File: config.mk
export PLATFORM = sky130hd
export DESIGN_NAME = usbf_hs_rx_flat
export DESIGN_NICKNAME = d
export VERILOG_FILES = /design/src/rtl/usbf_hs_pkg.sv /design/src/rtl/usbf_hs_rx_if.sv /design/src/rtl/level_sync.sv /design/src/rtl/usbf_gnrl_dffr.sv /design/src/rtl/usbf_hs_rx.sv /design/src/flat_wrapper.sv
export SDC_FILE = /design/constraint.sdc
export NUM_CORES = 1
export LEC_CHECK = 0
export CORE_ASPECT_RATIO = 0.7
export CORE_MARGIN = 2
export CORE_UTILIZATION = 49
export CTS_CLUSTER_SIZE = 24
export DETAILED_ROUTE_END_ITERATION = 8
export PLACE_DENSITY = 0.92
export SETUP_SLACK_MARGIN = 0.02
export SYNTH_ARGS = -nofsm -noshare
export SYNTH_HDL_FRONTEND = slang
export SYNTH_SLANG_ARGS = --single-unit
File: constraint.sdc
create_clock -name clk -period 3.3 [get_ports clk]
set_input_delay 0.66 -clock clk [delete_from_list [all_inputs] [get_ports clk]]
set_output_delay 0.66 -clock clk [all_outputs]
set_load 0.01 [all_outputs]
File: src/rtl/usbf_hs_pkg.sv
// Shared definitions for the usbf 4-phase req/ack handshake blocks (rx and tx sides).
package usbf_hs_pkg;

  localparam logic [1:0] HS_IDLE  = 2'd0;
  localparam logic [1:0] HS_VALID = 2'd1;
  localparam logic [1:0] HS_ACK   = 2'd2;

  localparam int HS_DW_DEF    = 8;
  localparam int HS_STAGE_DEF = 2;

  typedef enum logic [1:0] {
    ST_IDLE  = HS_IDLE,
    ST_VALID = HS_VALID,
    ST_ACK   = HS_ACK
  } hs_state_e;

endpackage

File: src/rtl/usbf_hs_rx_if.sv
// Handshake bundle: source-side req/data/ack plus consumer-side valid/ready/data.
interface usbf_hs_rx_if #(
  parameter int DW = usbf_hs_pkg::HS_DW_DEF
);
  logic          req_i;
  logic [DW-1:0] data_i;
  logic          ack_o;
  logic          vld_o;
  logic [DW-1:0] data_o;
  logic          rdy_i;

  modport slave (
    input  req_i, data_i, rdy_i,
    output ack_o, vld_o, data_o
  );

  modport master (
    output req_i, data_i, rdy_i,
    input  ack_o, vld_o, data_o
  );
endinterface

File: src/rtl/level_sync.sv
// Multi-flop level synchronizer; STAGE must be at least 2.
module level_sync #(
  parameter int STAGE = 2
) (
  input  logic clk,
  input  logic rst_n,
  input  logic d,
  output logic q
);

  logic [STAGE-1:0] sync_reg;

  generate
    for (genvar gi = 0; gi < STAGE; gi++) begin : g_stage
      if (gi == 0) begin : g_first
        usbf_gnrl_dffr #(.DW(1)) u_ff (
          .clk(clk), .rst_n(rst_n), .dnxt(d), .qout(sync_reg[gi])
        );
      end else begin : g_rest
        usbf_gnrl_dffr #(.DW(1)) u_ff (
          .clk(clk), .rst_n(rst_n), .dnxt(sync_reg[gi-1]), .qout(sync_reg[gi])
        );
      end
    end
  endgenerate

  assign q = sync_reg[STAGE-1];

endmodule

File: src/rtl/usbf_gnrl_dffr.sv
// Generic register with asynchronous active-low reset to zero.
module usbf_gnrl_dffr #(
  parameter int DW = 1
) (
  input  logic          clk,
  input  logic          rst_n,
  input  logic [DW-1:0] dnxt,
  output logic [DW-1:0] qout
);

  always_ff @(posedge clk or negedge rst_n) begin
    if (!rst_n) qout <= '0;
    else        qout <= dnxt;
  end

endmodule

File: src/rtl/usbf_hs_rx.sv
// Destination side of a 4-phase req/ack crossing: captures a coherent word,
// hands it to a local valid/ready consumer, then acknowledges the source.
module usbf_hs_rx
  import usbf_hs_pkg::*;
#(
  parameter int DW    = HS_DW_DEF,
  parameter int STAGE = HS_STAGE_DEF,
  parameter int CW    = 16
) (
  input  logic          clk,
  input  logic          rst_n,
  usbf_hs_rx_if.slave   hs,
  output logic          busy_o,
  output logic          proto_err_o,
  output logic [CW-1:0] xfer_cnt_o
);

  logic          req_s;
  logic [1:0]    state_q;
  hs_state_e     state_reg, state_next;
  logic          vld_reg, vld_next;
  logic          ack_reg, ack_next;
  logic          err_reg, err_next;
  logic          busy_reg, busy_next;
  logic [DW-1:0] data_reg, data_next;
  logic [CW-1:0] cnt_reg, cnt_next;

  level_sync #(.STAGE(STAGE)) u_req_sync (
    .clk(clk), .rst_n(rst_n), .d(hs.req_i), .q(req_s)
  );

  usbf_gnrl_dffr #(.DW(2))  u_state (.clk(clk), .rst_n(rst_n), .dnxt(state_next), .qout(state_q));
  usbf_gnrl_dffr #(.DW(1))  u_vld   (.clk(clk), .rst_n(rst_n), .dnxt(vld_next),   .qout(vld_reg));
  usbf_gnrl_dffr #(.DW(1))  u_ack   (.clk(clk), .rst_n(rst_n), .dnxt(ack_next),   .qout(ack_reg));
  usbf_gnrl_dffr #(.DW(1))  u_err   (.clk(clk), .rst_n(rst_n), .dnxt(err_next),   .qout(err_reg));
  usbf_gnrl_dffr #(.DW(1))  u_busy  (.clk(clk), .rst_n(rst_n), .dnxt(busy_next),  .qout(busy_reg));
  usbf_gnrl_dffr #(.DW(DW)) u_data  (.clk(clk), .rst_n(rst_n), .dnxt(data_next),  .qout(data_reg));
  usbf_gnrl_dffr #(.DW(CW)) u_cnt   (.clk(clk), .rst_n(rst_n), .dnxt(cnt_next),   .qout(cnt_reg));

  assign state_reg = hs_state_e'(state_q);

  // data_i is only trusted on the IDLE->VALID edge, when req_s proves it is stable.
  always_comb begin
    state_next = state_reg;
    vld_next   = vld_reg;
    ack_next   = ack_reg;
    err_next   = err_reg;
    data_next  = data_reg;
    cnt_next   = cnt_reg;
    case (state_reg)
      ST_IDLE: begin
        ack_next = 1'b0;
        if (req_s) begin
          data_next  = hs.data_i;
          vld_next   = 1'b1;
          state_next = ST_VALID;
        end
      end
      ST_VALID: begin
        if (hs.rdy_i) begin
          vld_next = 1'b0;
          cnt_next = cnt_reg + CW'(1);
          if (req_s) begin
            ack_next   = 1'b1;
            state_next = ST_ACK;
          end else begin
            err_next   = 1'b1;
            state_next = ST_IDLE;
          end
        end
      end
      ST_ACK: begin
        if (!req_s) begin
          ack_next   = 1'b0;
          state_next = ST_IDLE;
        end
      end
      default: begin
        vld_next   = 1'b0;
        ack_next   = 1'b0;
        state_next = ST_IDLE;
      end
    endcase
    busy_next = (state_next != ST_IDLE);
  end

  assign hs.ack_o    = ack_reg;
  assign hs.vld_o    = vld_reg;
  assign hs.data_o   = data_reg;
  assign busy_o      = busy_reg;
  assign proto_err_o = err_reg;
  assign xfer_cnt_o  = cnt_reg;

endmodule

File: src/flat_wrapper.sv
// flat-port wrapper written by rule: the top's interface ports become plain ports
module usbf_hs_rx_flat import usbf_hs_pkg::*;
#(
  parameter int DW    = HS_DW_DEF,
  parameter int STAGE = HS_STAGE_DEF,
  parameter int CW    = 16
)
  (clk, rst_n, busy_o, proto_err_o, xfer_cnt_o, hs_req_i, hs_data_i, hs_rdy_i, hs_ack_o, hs_vld_o, hs_data_o);
  usbf_hs_rx_if #(.DW(DW)) hs_i ();
  input  logic clk;
  input  logic rst_n;
  output logic busy_o;
  output logic proto_err_o;
  output logic [CW-1:0] xfer_cnt_o;
  input wire logic [$bits(hs_i.req_i)-1:0] hs_req_i;
  input wire logic [$bits(hs_i.data_i)-1:0] hs_data_i;
  input wire logic [$bits(hs_i.rdy_i)-1:0] hs_rdy_i;
  output wire logic [$bits(hs_i.ack_o)-1:0] hs_ack_o;
  output wire logic [$bits(hs_i.vld_o)-1:0] hs_vld_o;
  output wire logic [$bits(hs_i.data_o)-1:0] hs_data_o;
  assign hs_i.req_i = hs_req_i;
  assign hs_i.data_i = hs_data_i;
  assign hs_i.rdy_i = hs_rdy_i;
  assign hs_ack_o = hs_i.ack_o;
  assign hs_vld_o = hs_i.vld_o;
  assign hs_data_o = hs_i.data_o;
  usbf_hs_rx #(.DW(DW), .STAGE(STAGE), .CW(CW)) u_core (.clk(clk), .rst_n(rst_n), .hs(hs_i), .busy_o(busy_o), .proto_err_o(proto_err_o), .xfer_cnt_o(xfer_cnt_o));
endmodule
After elaboration in Yosys (flattened, before gate mapping)

Cells that the tools add are included.

Output and inout bits: 28
Bits of input ports: 12
Logic and storage cells: 36
Register bits: 32

Bitwise gates (word level): 2
$add $sub $neg: 1
Reduce and logical (&&, ||, !) cells: 7
Multiplexer cells: 11
Equal/unequal tests: 6

Operators by type and width:

| operator              | number |
|---|---|
| $add 16x1->16 const B | 1 |
| $reduce_and 3->1      | 3 |
| $mux 2                | 4 |
| $ne 2x2->1 const B    | 4 |
| $pmux 2 s3            | 1 |
| $mux 1                | 4 |
| $reduce_and 2->1      | 2 |
| $pmux 1 s3            | 1 |
| $eq 2x1->1 const B    | 1 |
| $eq 2x2->1 const B    | 1 |
| $logic_not 2->1       | 1 |
| $not 1->1             | 2 |
| $pmux 1 s2            | 1 |
| $reduce_bool 2->1     | 1 |

Longest topological paths before layout

Depth after elaboration: 4
Gate-level depth with buffers: 6
Gate-level depth less buffers: 4

Modules after synthesis

From an unflattened synthesis, not the netlist that was laid out.

Cells, all modules: 110
Area, all modules: 1,375.1 µm²

By module, submodules not included:

| module                             | cells each | sequential area each (µm²) | times used | area an instance (µm²) |
|---|---|---|---|---|
| usbf_hs_rx                         | 78         | 0.0                        | 1          | 574.3 |
| usbf_gnrl_dffr at u_core.u_cnt     | 16         | 400.4                      | 1          | 400.4 |
| usbf_gnrl_dffr at u_core.u_data    | 8          | 200.2                      | 1          | 200.2 |
| usbf_gnrl_dffr at u_core.u_ack ... | 1          | 25.0                       | 6          | 25.0 |
| usbf_gnrl_dffr at u_core.u_state   | 2          | 50.0                       | 1          | 50.0 |

Least setup slack after synthesis

No wires, ideal clock.

Path type: input to register
From: input hs_rdy_i
To: register u_core.u_cnt.qout[12]
Arrival time: 1,428 ps
Path slack: 1,793 ps
Library setup time: 79 ps
Buffers on the path: 1
Cell stages on the path: 5
Cell sequence: and3b_1 buf_4 nand4_4 nor3_2 xor2_1

Cells in the longest elaborated chain, start to end: 1

Ends and longest elaborated chain:

| item                       | RTL line             | RTL |
|---|---|---|
| start, declared            | flat_wrapper.sv:17   | `input wire logic [$bits(hs_i.rdy_i)-1:0] hs_rdy_i;` |
| $reduce_and 2->1 (no line) | --                   |  |
| end signal, assigned       | usbf_gnrl_dffr.sv:13 | `else qout <= dnxt;` |
| end, declared              | usbf_gnrl_dffr.sv:8  | `output logic [DW-1:0] qout` |

Every way passes these cells.
A chain may end at the register's enable or synchronous reset.

Final worst setup path

From: register u_core.u_cnt.qout[3]
To: output xfer_cnt_o[3]

RTL lines:

| item          | RTL line           | RTL |
|---|---|---|
| end, declared | flat_wrapper.sv:14 | `output logic [CW-1:0] xfer_cnt_o;` |

No word-level cell between the ends.

==> key figures <==
STA
  – Worst Skew: 0.00733 ns
  – Final setup violation count: 0
  – RSZ-0062 raised after global routing: no
  – Max-slew violation count: 0
  – Final Critical Period: 2.00 ns
  – Worst hold slack: 0.349 ns
  – Final worst-path cycle share: 60.5%
  – Peak Freq: 501 MHz
  – Setup tns final: 0 ns
  – Final hold violations: 0
  – Slew @ Worst Pin: 0.386 ns
  – Worst slew margin: 74.3%

Synthesis
  – Post-synth cell types: 29
  – Seq/Total Area, Yosys: 59.4%
  – Average size of a mapped cell: 12.8 sq um
  – Post-synth top area share: 59.4%
  – Flops & latches, synth: 32
  – Cell area after synthesis: 1350 sq um
  – Area leader, netlist: dfrtp_1
  – Gate Count Post-Synth: 105
  – Syn. warnings: 0
  – Syn nets: 118
  – Top cells by area, synth: dfrtp_1 59%, mux2_2 6.7%, xnor2_1 5.2%, xor2_1 4.5%, nand2_1 3.3%

Setup path
  – Crit Path Max Fanout: 5
  – Slowest cell on crit path: clkdlybuf4s50_1
  – Worst Path Buf+Inv: 1
  – CP endpoint kind: output pin
  – Family with the most delay on the worst path: buffers and inverters
  – CP peak stage delay: 0.59 ns
  – Critical Path RT: 2.64 ns
  – Crit path arrival time: 1.34 ns
  – CP cell instances: clkdlybuf4s50_1
  – Critical path type: flop to output pin
  – Crit path launch type: flop

Finish
  – Final Util: 74.8%
  – Layout fillers: 171
  – ANT cells: 0
  – Final Net Count: 163
  – Share of layout cells above drive strength 1: 17.9%
  – Final instance area: 1900 sq um
  – Multi-input gate area: 513 sq um
  – Register area: 801 sq um
  – Synth-to-layout area growth: 40.7%

Floorplan
  – Die span in y: 47.9 um
  – Io pins: 40
  – Die width: 66.7 um
  – Initial Utilization: 53.2%
  – Core area: 2530 sq um
  – Full die area: 3190 sq um
  – FP Rows: 15

Clock network
  – Total setup buffers inserted after CTS: 0
  – H-tree depth: 2
  – Clock-pin transition on the worst setup and hold timing paths: 0.06 ns
  – CTS sink cnt: 32
  – CTS Buffer Depth: 2
  – Clock Latency Late Sink: 0.29 ns
  – CTS Hold Bufs: 0
  – CTS Buf Count: 5
  – Post-CTS resize count: 0
  – Clock Root Buffer: clkbuf_8
  – TritonCTS clock tree: built

Power
  – Power per cell area: 745 nW/um^2
  – Leakage: 0.838 nW
  – Worst IR Drop VDD: 0.472 mV

Routing
  – Antenna viol nets, final: 0
  – Routed len/inst: 14.9 um
  – Post-route DRC: 0
  – Initial DRC Count: 67
  – Via count: 952
  – First-pass DRT Iterations: 4
  – Wirelength, routed: 2750 um
  – Via density: 5.15

Placement
  – Port-buffer cells: 39
  – Placed instance area: 1770 sq um
  – DP Wirelength: 1930 um
  – RePlAce Congestion: 0.791

GRT
  – Total GRT Usage: 20.3%
  – First-pass GRT wire length: 4440 um
  – Number of global-route vias before repair: 947
  – Initial antenna violation count: 0
  – GRT overflow: 0
  – Pin count of the biggest net entering global routing: 33

Flow run
  – Max-cap check violation count: 0

Status
  – Status: finished clean

Worst hold path
  – Hold Path Class: flop to flop
==> registers in the layout, indices dropped and copies added (netlist names) <==
name	flops
u_core.u_err.qout	1
u_core.u_vld.qout	1
u_core.u_busy.qout	1
u_core.u_cnt.qout	16
u_core.u_req_sync.g_stage.g_rest.u_ff.qout	1
u_core.u_req_sync.g_stage.g_first.u_ff.qout	1
u_core.u_state.qout	2
u_core.u_data.qout	8
u_core.u_ack.qout	1
==> path summary, 6_finish.rpt <==
path	start	end	slack [ns]	depth (start not counted)
max	u_core.u_cnt.qout[3]$_DFFE_PN0P_	xfer_cnt_o[3]	1.30	1
min	u_core.u_req_sync.g_stage[0].g_first.u_ff.qout$_DFF_PN0_	u_core.u_req_sync.g_stage[1].g_rest.u_ff.qout$_DFF_PN0_	0.35	0
max reg2reg	u_core.u_state.qout[1]$_DFF_PN0_	u_core.u_cnt.qout[15]$_DFFE_PN0P_	1.76	4
min reg2reg	u_core.u_req_sync.g_stage[0].g_first.u_ff.qout$_DFF_PN0_	u_core.u_req_sync.g_stage[1].g_rest.u_ff.qout$_DFF_PN0_	0.35	0
max in group asynchronous	rst_n	u_core.u_data.qout[2]$_DFFE_PN0P_	2.26	2
min in group asynchronous	rst_n	u_core.u_cnt.qout[12]$_DFFE_PN0P_	0.76	2
==> worst register-to-register path, cell delays in order (launching register included) <==
cell and delay [ns]:
dfrtp_1 0.47, and3b_1 0.40, nand3_2 0.19, nor4_2 0.21
xor2_1 0.19
==> cells by family after synthesis <==
logic type	share of synthesized area (%)
buffers and inverters	2.51
AO/OA/AOI/OAI	3.71
flip-flops	59.4
adder cells (fa/ha/maj)	0.928
XOR/XNOR	9.75
AND/OR/NAND/NOR	17.0
multiplexers	6.69
==> stage by stage <==
step           power (W)  std cells  setup slack, ns
4_1_cts          0.00142        185             1.29
3_3_place_gp    0.000991        177             1.15
3_5_place_dp     0.00101        177             1.07
5_1_grt          0.00149        185             1.24
2_1_floorplan   0.000771        105             1.79
6_report         0.00141        185             1.30
==> synth_stat cells, drive strengths merged <==
cell type / number
nand2: 12
o21bai: 1
nand3b: 1
a21boi: 1
inv: 4
nor4: 1
dfrtp: 32
buf: 2
o22ai: 1
mux2: 8
and3b: 1
nand3: 4
o21a: 1
ha: 1
nand4: 3
a211oi: 1
nor3: 4
xor2: 7
xnor2: 8
o32ai: 1
nor2: 6
or2: 1
a21oi: 1
and3: 3
==> layout by cell type (no fill, tap or decap), types with 3 or more instances in the layout <==
cell type         n
inv_1             4
clkdlybuf4s50_1  39
nor2_1            5
xor2_1            7
clkbuf_8          7
dfrtp_1          32
mux2_2            8
nor3_2            4
nand3_1           3
nand2_1          12
xnor2_1           8
and3_1            3
==> power breakdown <==
| group | switching, W | internal, W |
|---|---|---|
| logic | 0.000165 | 0.000256 |
| registers | 0.0000875 | 0.000493 |
| clock network | 0.000144 | 0.000266 |
| total | 0.000397 | 0.00102 |
==> final cells by class <==
| type | count | share of cell area [%] |
|---|---|---|
| well taps | 34 | 2.24 |
| flip-flops and latches | 32 | 42.2 |
| clock buffers | 7 | 5.08 |
| inverters | 4 | 0.792 |
| clock inverters | 1 | 1.58 |
| repair buffers | 40 | 21.0 |
| multi-input cells | 67 | 27.1 |
==> layer usage <==
layer  share of wire (%)  GRT usage (%)  wire, um
met4                 2.4           11.0        66
met1                  44           24.7      1220
met3                 5.6           7.06       154
met5                   0              0         0
met2                  48           33.0      1320
No activity file was read; power rests on OpenSTA's default activity.
